==> src/rtl/inst_prefetch_queue_pkg.sv <==
// Shared definitions for the instruction prefetch queue.
// Covers data widths, the NOP encoding and the fetch FSM state type.
package inst_prefetch_queue_pkg;

   localparam int XLEN = 32;
   localparam logic [XLEN-1:0] INST_NOP = 32'h0000_0013;

   typedef enum logic [1:0] {
      FS_IDLE = 2'd0,
      FS_WAIT = 2'd1,
      FS_DROP = 2'd2
   } fetch_state_t;

   // Fetch addresses are always word aligned; low bits of any incoming PC are dropped.
   function automatic logic [XLEN-1:0] word_align(input logic [XLEN-1:0] pc);
      return {pc[XLEN-1:2], 2'b00};
   endfunction

endpackage

==> src/rtl/inst_prefetch_queue_fetch_fifo.sv <==
// Small circular FIFO holding {instruction, pc} pairs for the prefetch queue.
// The head is read combinationally, and flush overrides any push or pop in the same cycle.
module inst_prefetch_queue_fetch_fifo #(
   parameter int DEPTH = 4,
   parameter int WIDTH = 64,
   localparam int AW = $clog2(DEPTH)
) (
   input  logic             clk,
   input  logic             reset,
   input  logic             push,
   input  logic [WIDTH-1:0] push_data,
   input  logic             pop,
   input  logic             flush,
   output logic [WIDTH-1:0] head_data,
   output logic             full,
   output logic             empty,
   output logic [AW:0]      count
);

   localparam logic [AW:0] FULL_COUNT = (AW+1)'(DEPTH);

   logic [WIDTH-1:0] mem [DEPTH];
   logic [AW-1:0]    wr_ptr;
   logic [AW-1:0]    rd_ptr;
   logic             push_ok;
   logic             pop_ok;

   assign full      = (count == FULL_COUNT);
   assign empty     = (count == '0);
   assign push_ok   = push & ~full;
   assign pop_ok    = pop & ~empty;
   assign head_data = mem[rd_ptr];

   // Pointers wrap naturally because DEPTH is a power of two.
   always_ff @(posedge clk or negedge reset) begin
      if (!reset) begin
         wr_ptr <= '0;
         rd_ptr <= '0;
         count  <= '0;
      end else if (flush) begin
         wr_ptr <= '0;
         rd_ptr <= '0;
         count  <= '0;
      end else begin
         if (push_ok)
            wr_ptr <= wr_ptr + AW'(1);
         if (pop_ok)
            rd_ptr <= rd_ptr + AW'(1);
         case ({push_ok, pop_ok})
            2'b10:   count <= count + (AW+1)'(1);
            2'b01:   count <= count - (AW+1)'(1);
            default: count <= count;
         endcase
      end
   end

   always_ff @(posedge clk) begin
      if (push_ok && !flush)
         mem[wr_ptr] <= push_data;
   end

endmodule

==> src/rtl/inst_prefetch_queue.sv <==
// Instruction prefetch stage: sequential single-outstanding fetches into a FIFO,
// presented to decode with valid/ready, flushed and restarted on redirect.
module inst_prefetch_queue
   import inst_prefetch_queue_pkg::*;
#(
   parameter int          DEPTH    = 4,
   parameter logic [31:0] RESET_PC = 32'h0000_0000,
   localparam int         CW       = $clog2(DEPTH) + 1
) (
   input  logic          clk,
   input  logic          reset,
   output logic          imem_req,
   output logic [31:0]   imem_addr,
   input  logic          imem_ack,
   input  logic [31:0]   imem_rdata,
   input  logic          redirect_valid,
   input  logic [31:0]   redirect_pc,
   output logic          inst_valid,
   input  logic          inst_ready,
   output logic [31:0]   inst_code,
   output logic [31:0]   inst_pc,
   output logic [CW-1:0] fifo_count
);

   localparam logic [CW-1:0] DEPTH_CNT = CW'(DEPTH);

   fetch_state_t  state_q, state_d;
   logic [31:0]   fetch_pc_q, fetch_pc_d;
   logic [31:0]   addr_d;
   logic          req_d;
   logic [31:0]   redirect_target;
   logic          ack;
   logic          push;
   logic          pop;
   logic          fifo_full;
   logic          fifo_empty;
   logic [63:0]   head_data;
   logic [CW-1:0] count;
   logic [CW-1:0] count_next;
   logic          has_space;

   inst_prefetch_queue_fetch_fifo #(
      .DEPTH (DEPTH),
      .WIDTH (64)
   ) u_fifo (
      .clk       (clk),
      .reset     (reset),
      .push      (push),
      .push_data ({imem_rdata, imem_addr}),
      .pop       (pop),
      .flush     (redirect_valid),
      .head_data (head_data),
      .full      (fifo_full),
      .empty     (fifo_empty),
      .count     (count)
   );

   assign inst_valid = ~fifo_empty;
   assign inst_code  = fifo_empty ? INST_NOP : head_data[63:32];
   assign inst_pc    = fifo_empty ? 32'h0    : head_data[31:0];
   assign fifo_count = count;

   // Handshake decode plus the occupancy the FIFO will have after this edge.
   always_comb begin
      redirect_target = word_align(redirect_pc);
      ack             = imem_ack & imem_req;
      pop             = inst_valid & inst_ready;
      push            = (state_q == FS_WAIT) & ack & ~redirect_valid & ~fifo_full;
      count_next      = count;
      if (redirect_valid) begin
         count_next = '0;
      end else begin
         if (push)
            count_next = count_next + CW'(1);
         if (pop)
            count_next = count_next - CW'(1);
      end
      has_space = (count_next < DEPTH_CNT);
   end

   // A request in flight is never abandoned: redirect during WAIT parks in DROP
   // until the stale ack arrives, with fetch_pc already pointing at the new stream.
   always_comb begin
      state_d    = state_q;
      fetch_pc_d = fetch_pc_q;
      addr_d     = imem_addr;
      case (state_q)
         FS_IDLE: begin
            if (redirect_valid) begin
               state_d    = FS_WAIT;
               fetch_pc_d = redirect_target;
               addr_d     = redirect_target;
            end else if (has_space) begin
               state_d = FS_WAIT;
               addr_d  = fetch_pc_q;
            end
         end
         FS_WAIT: begin
            if (redirect_valid) begin
               fetch_pc_d = redirect_target;
               if (ack) begin
                  addr_d = redirect_target;
               end else begin
                  state_d = FS_DROP;
               end
            end else if (ack) begin
               fetch_pc_d = fetch_pc_q + 32'd4;
               if (has_space)
                  addr_d = fetch_pc_q + 32'd4;
               else
                  state_d = FS_IDLE;
            end
         end
         FS_DROP: begin
            if (redirect_valid) begin
               fetch_pc_d = redirect_target;
               if (ack) begin
                  state_d = FS_WAIT;
                  addr_d  = redirect_target;
               end
            end else if (ack) begin
               if (has_space) begin
                  state_d = FS_WAIT;
                  addr_d  = fetch_pc_q;
               end else begin
                  state_d = FS_IDLE;
               end
            end
         end
         default: state_d = FS_IDLE;
      endcase
      req_d = (state_d != FS_IDLE);
   end

   always_ff @(posedge clk or negedge reset) begin
      if (!reset) begin
         state_q    <= FS_IDLE;
         fetch_pc_q <= RESET_PC;
         imem_req   <= 1'b0;
         imem_addr  <= RESET_PC;
      end else begin
         state_q    <= state_d;
         fetch_pc_q <= fetch_pc_d;
         imem_req   <= req_d;
         imem_addr  <= addr_d;
      end
   end

endmodule

==> config.mk <==
export PLATFORM = sky130hd
export DESIGN_NAME = inst_prefetch_queue
export DESIGN_NICKNAME = d
export VERILOG_FILES = /design/src/rtl/inst_prefetch_queue_pkg.sv /design/src/rtl/inst_prefetch_queue_fetch_fifo.sv /design/src/rtl/inst_prefetch_queue.sv
export SDC_FILE = /design/constraint.sdc
export NUM_CORES = 1
export LEC_CHECK = 0
export ABC_AREA = 1
export CAP_MARGIN = 20
export CORE_MARGIN = 5
export CORE_UTILIZATION = 45
export CTS_CLUSTER_DIAMETER = 150
export DETAILED_ROUTE_END_ITERATION = 6
export PLACE_DENSITY_LB_ADDON = 0.05
export SETUP_SLACK_MARGIN = 0.4
export SYNTH_ARGS = -nofsm -noshare
export SYNTH_HDL_FRONTEND = slang
export SYNTH_HIERARCHICAL = 1
export SYNTH_SLANG_ARGS = --single-unit
==> constraint.sdc <==
create_clock -name clk -period 8 [get_ports clk]
set_input_delay 1.6 -clock clk [delete_from_list [all_inputs] [get_ports clk]]
set_output_delay 1.6 -clock clk [all_outputs]
set_load 0.01 [all_outputs]
==> key figures <==
Status
  – Status: finished, final reports clean

Clocking
  – H-tree Lvls: 2
  – Clk buf depth: 3
  – Total CTS buffers: 38
  – Worst-path clk slew: 0.06 ns
  – Post-CTS Setup Inserts: 0
  – Post-cts resize count: 0
  – Clock Sinks: 328
  – Clock Latency Late Sink: 0.52 ns
  – TritonCTS clock tree: built
  – Clock root cell: clkbuf_16
  – # hold bufs at CTS: 0

Setup path
  – Setup crit start kind: register
  – CP most frequent cell: nor2_1
  – WP data arrival: 3.74 ns
  – Critical Path Slowest Stage Cell: buf_4
  – CP max FO: 66
  – R2R setup slack: 3.09 ns
  – R2r worst-path depth: 15
  – WP depth: 7
  – Critical path class: reg2out
  – Reg2Reg Capture Point: imem_addr[23]
  – CP Data Required Time: 6.40 ns
  – Cell family with most CP delay: buffers and inverters
  – Worst Setup EP: inst_pc[19]
  – Worst path cell trace: inv_4 -> buf_4 -> nor2_1 -> o22ai_1 -> inv_1 -> nor2_1 -> clkdlybuf4s50_1
  – Crit path capture type: output pin
  – Max incr delay on CP: just over 0.7 ns
  – Crit. Startpoint: u_fifo/rd_ptr[0]
  – FF-to-FF Start: state_q[1]
  – CP bufs+invs: 4

Die
  – Area of the core: about 35000 um2
  – Die height: 198.7 um
  – DIE AREA: just under 40000 um2
  – Chip Width: 198.7 um
  – Starting Density: 0.4528
  – I/O pins: 170
  – Floorplan row count: a little under 70

Global routing
  – Gr usage total: 0.2217
  – Initial antenna violation count: 0
  – Vias in the first global route: 12090
  – Gr ovfl total: 0
  – Largest net degree at the start of global routing: 77
  – First-pass GRT wire length: 69180 um

Place
  – RePlAce Congestion: 0.9112
  – DP HPWL: 26970 um
  – IO buf count: 167

STA
  – Worst Tran Pin Value: 1.004 ns
  – Tightest hold margin: approximately 0.54 ns
  – Headroom to the max-slew limit: 0.3310
  – Final Hold Fails: 0
  – Final period util: 0.6670
  – RSZ-0062 raised after global routing: no
  – Post-layout min period: 5.336 ns
  – Fin. max-slew vios: 0
  – Setup TNS: 0 ns
  – Final setup fails: 0
  – Skew final: 0.01717 ns
  – Fmax: around 190 MHz

Final layout
  – Share of cells above drive strength 1: 0.05857
  – ANT cells: 0
  – Fin nets: ~1900
  – Area added between synthesis and finish: 19.66%
  – Fillcell total: roughly 3200

Synth
  – Post-synth EDFFs: 256
  – Largest family of logic cells by synthesized area: simple AND/OR/NAND/NOR gates
  – Simple-gate area share of the yosys netlist: 0.1708
  – Async set or reset register ratio after synthesis: 0.2195
  – Prevailing post-synth register cell: edfxtp_1
  – Yosys cell types: 40
  – Avg Cell Area, Syn: approximately 9.4 um2
  – Ys Warns: 6
  – Post-synthesis sequential area ratio: 0.5921
  – Cell Area, Synth: roughly 16000 um2
  – Post-Synthesis Cells: 1709
  – Synth cell count leaders: nor2_1 (307), edfxtp_1 (256), nand2_1 (227), inv_1 (159), o21ai_0 (144)
  – Largest cells by area after synthesis: edfxtp_1 (48%), dfrtp_1 (11%), nor2_1 (7.2%)
  – Top-count cell post-synth: nor2_1
  – Adder-cell share of the synthesized area: 0.009056
  – Share of synthesized area spent on multiplexers: 0
  – XOR/XNOR share of the synthesized area: 0.01257
  – Synth Area in Compound Gates: 0.1412
  – Syn nets: 1789
  – Yosys top cell by area: edfxtp_1
  – Count of state elements after synthesis: 328
  – Synth top area share: 0.4797

Routing
  – Drt first pass iters: 5
  – Routed Antenna Nets: 0
  – Vias per cell: between 5 and 6
  – Detailed Route WL: 44260 um
  – Vias: 12650
  – Starting DRT DRC Count: 858
  – Avg WL per Cell: 19.06 um
  – DRC Markers: 0

Run
  – Max Cap Viol: 0

Power and ir drop
  – Leakage power: 7.423 nW
  – Worst vdd ir: 198.3 uV
  – Power Dens Cells: 371.0 nW/um2

Worst hold path
  – Hold WC Path Type: reg2reg
## per-layer routing
layer / vias up / wire [um] / GRT usage
met5: - / 0 / 0
met4: 0 / 867 / 0.05370
met3: 63 / 2327 / 0.02795
met2: 367 / 20940 / 0.3650
met1: 6091 / 20120 / 0.3163
li1: 6130 / - / -
## layout by cell type (no fill, tap or decap), drive strengths merged, types with 5 or more instances in the layout
master and n:
nor2 310, edfxtp 256, nand2 231, o21ai 194
inv 168, clkdlybuf4s50 166, o22ai 104, nand3 77
dfrtp 72, a21oi 69, clkbuf 49, nand4 25
o211ai 24, buf 24, xor2 20, clkinv 18
nor3 16, ha 10, a31oi 5
## sequential cells by signal, summed over array words and instances (netlist names)
name and cells:
u_fifo/mem 256, u_fifo/wr_ptr 2, u_fifo/rd_ptr 2, imem_addr 32, fetch_pc_q 30, state_q 2, imem_req 1, u_fifo/count 3
## power by group
| part | internal (W) | switching (W) |
|---|---|---|
| Sequential | 0.00214 | 0.000359 |
| Clock | 0.00101 | 0.000676 |
| Combinational | 0.00115 | 0.00178 |
| Total | 0.00430 | 0.00282 |
## metrics by stage
step | setup slack [ns] | utilization | total power [W] | instances | area [um2]
CTS | 2.595 | 0.5410 | 0.007168 | 2321 | 19150
detailed placement | 2.528 | 0.5063 | 0.005459 | 2251 | 17920
finish | 2.664 | 0.5418 | 0.007115 | 2322 | 19180
global placement | 2.575 | 0.5063 | 0.005420 | 2251 | 17920
global route | 2.397 | 0.5418 | 0.007608 | 2322 | 19180
floorplan | 2.538 | - | 0.004270 | 1709 | 16030
## tightest hold or removal path: stages, from the launching register on
cell and delay [ns]:
dfrtp_1 0.37, nand2_1 0.07, nand2_1 0.06
## layout make-up
cell class              instances  area (um2)  share of cell area
flip-flops and latches        328        9494              0.4951
inverters                     168       635.6             0.03314
clock inverters                21       193.9             0.01011
repair buffers                190        1862             0.09708
well taps                     461       576.8             0.03008
clock buffers                  49        1033             0.05389
multi-input cells            1105        5381              0.2806
## worst min path at each step
stage / to / start / cells past startpoint / slack [ns]
after floorplan: fetch_pc_q[31] / fetch_pc_q[31] / 2 / 0.49
after global placement: fetch_pc_q[31] / fetch_pc_q[31] / 2 / 0.52
after detailed placement: fetch_pc_q[31] / fetch_pc_q[31] / 2 / 0.53
after CTS: fetch_pc_q[31] / fetch_pc_q[31] / 2 / 0.54
after global routing: fetch_pc_q[31] / fetch_pc_q[31] / 2 / 0.59
final: fetch_pc_q[31] / fetch_pc_q[31] / 2 / 0.54
## cell families (layout without fill, tap and decap cells)
| kind of cell | Yosys count | count (layout) |
|---|---|---|
| xor+xnor | 23 | 23 |
| flops | 328 | 328 |
| fa+ha+maj | 11 | 11 |
| buf+inv | 276 | 428 |
| simple gates | 666 | 666 |
| compound gates | 405 | 405 |
No activity file was read; power rests on OpenSTA's default activity.
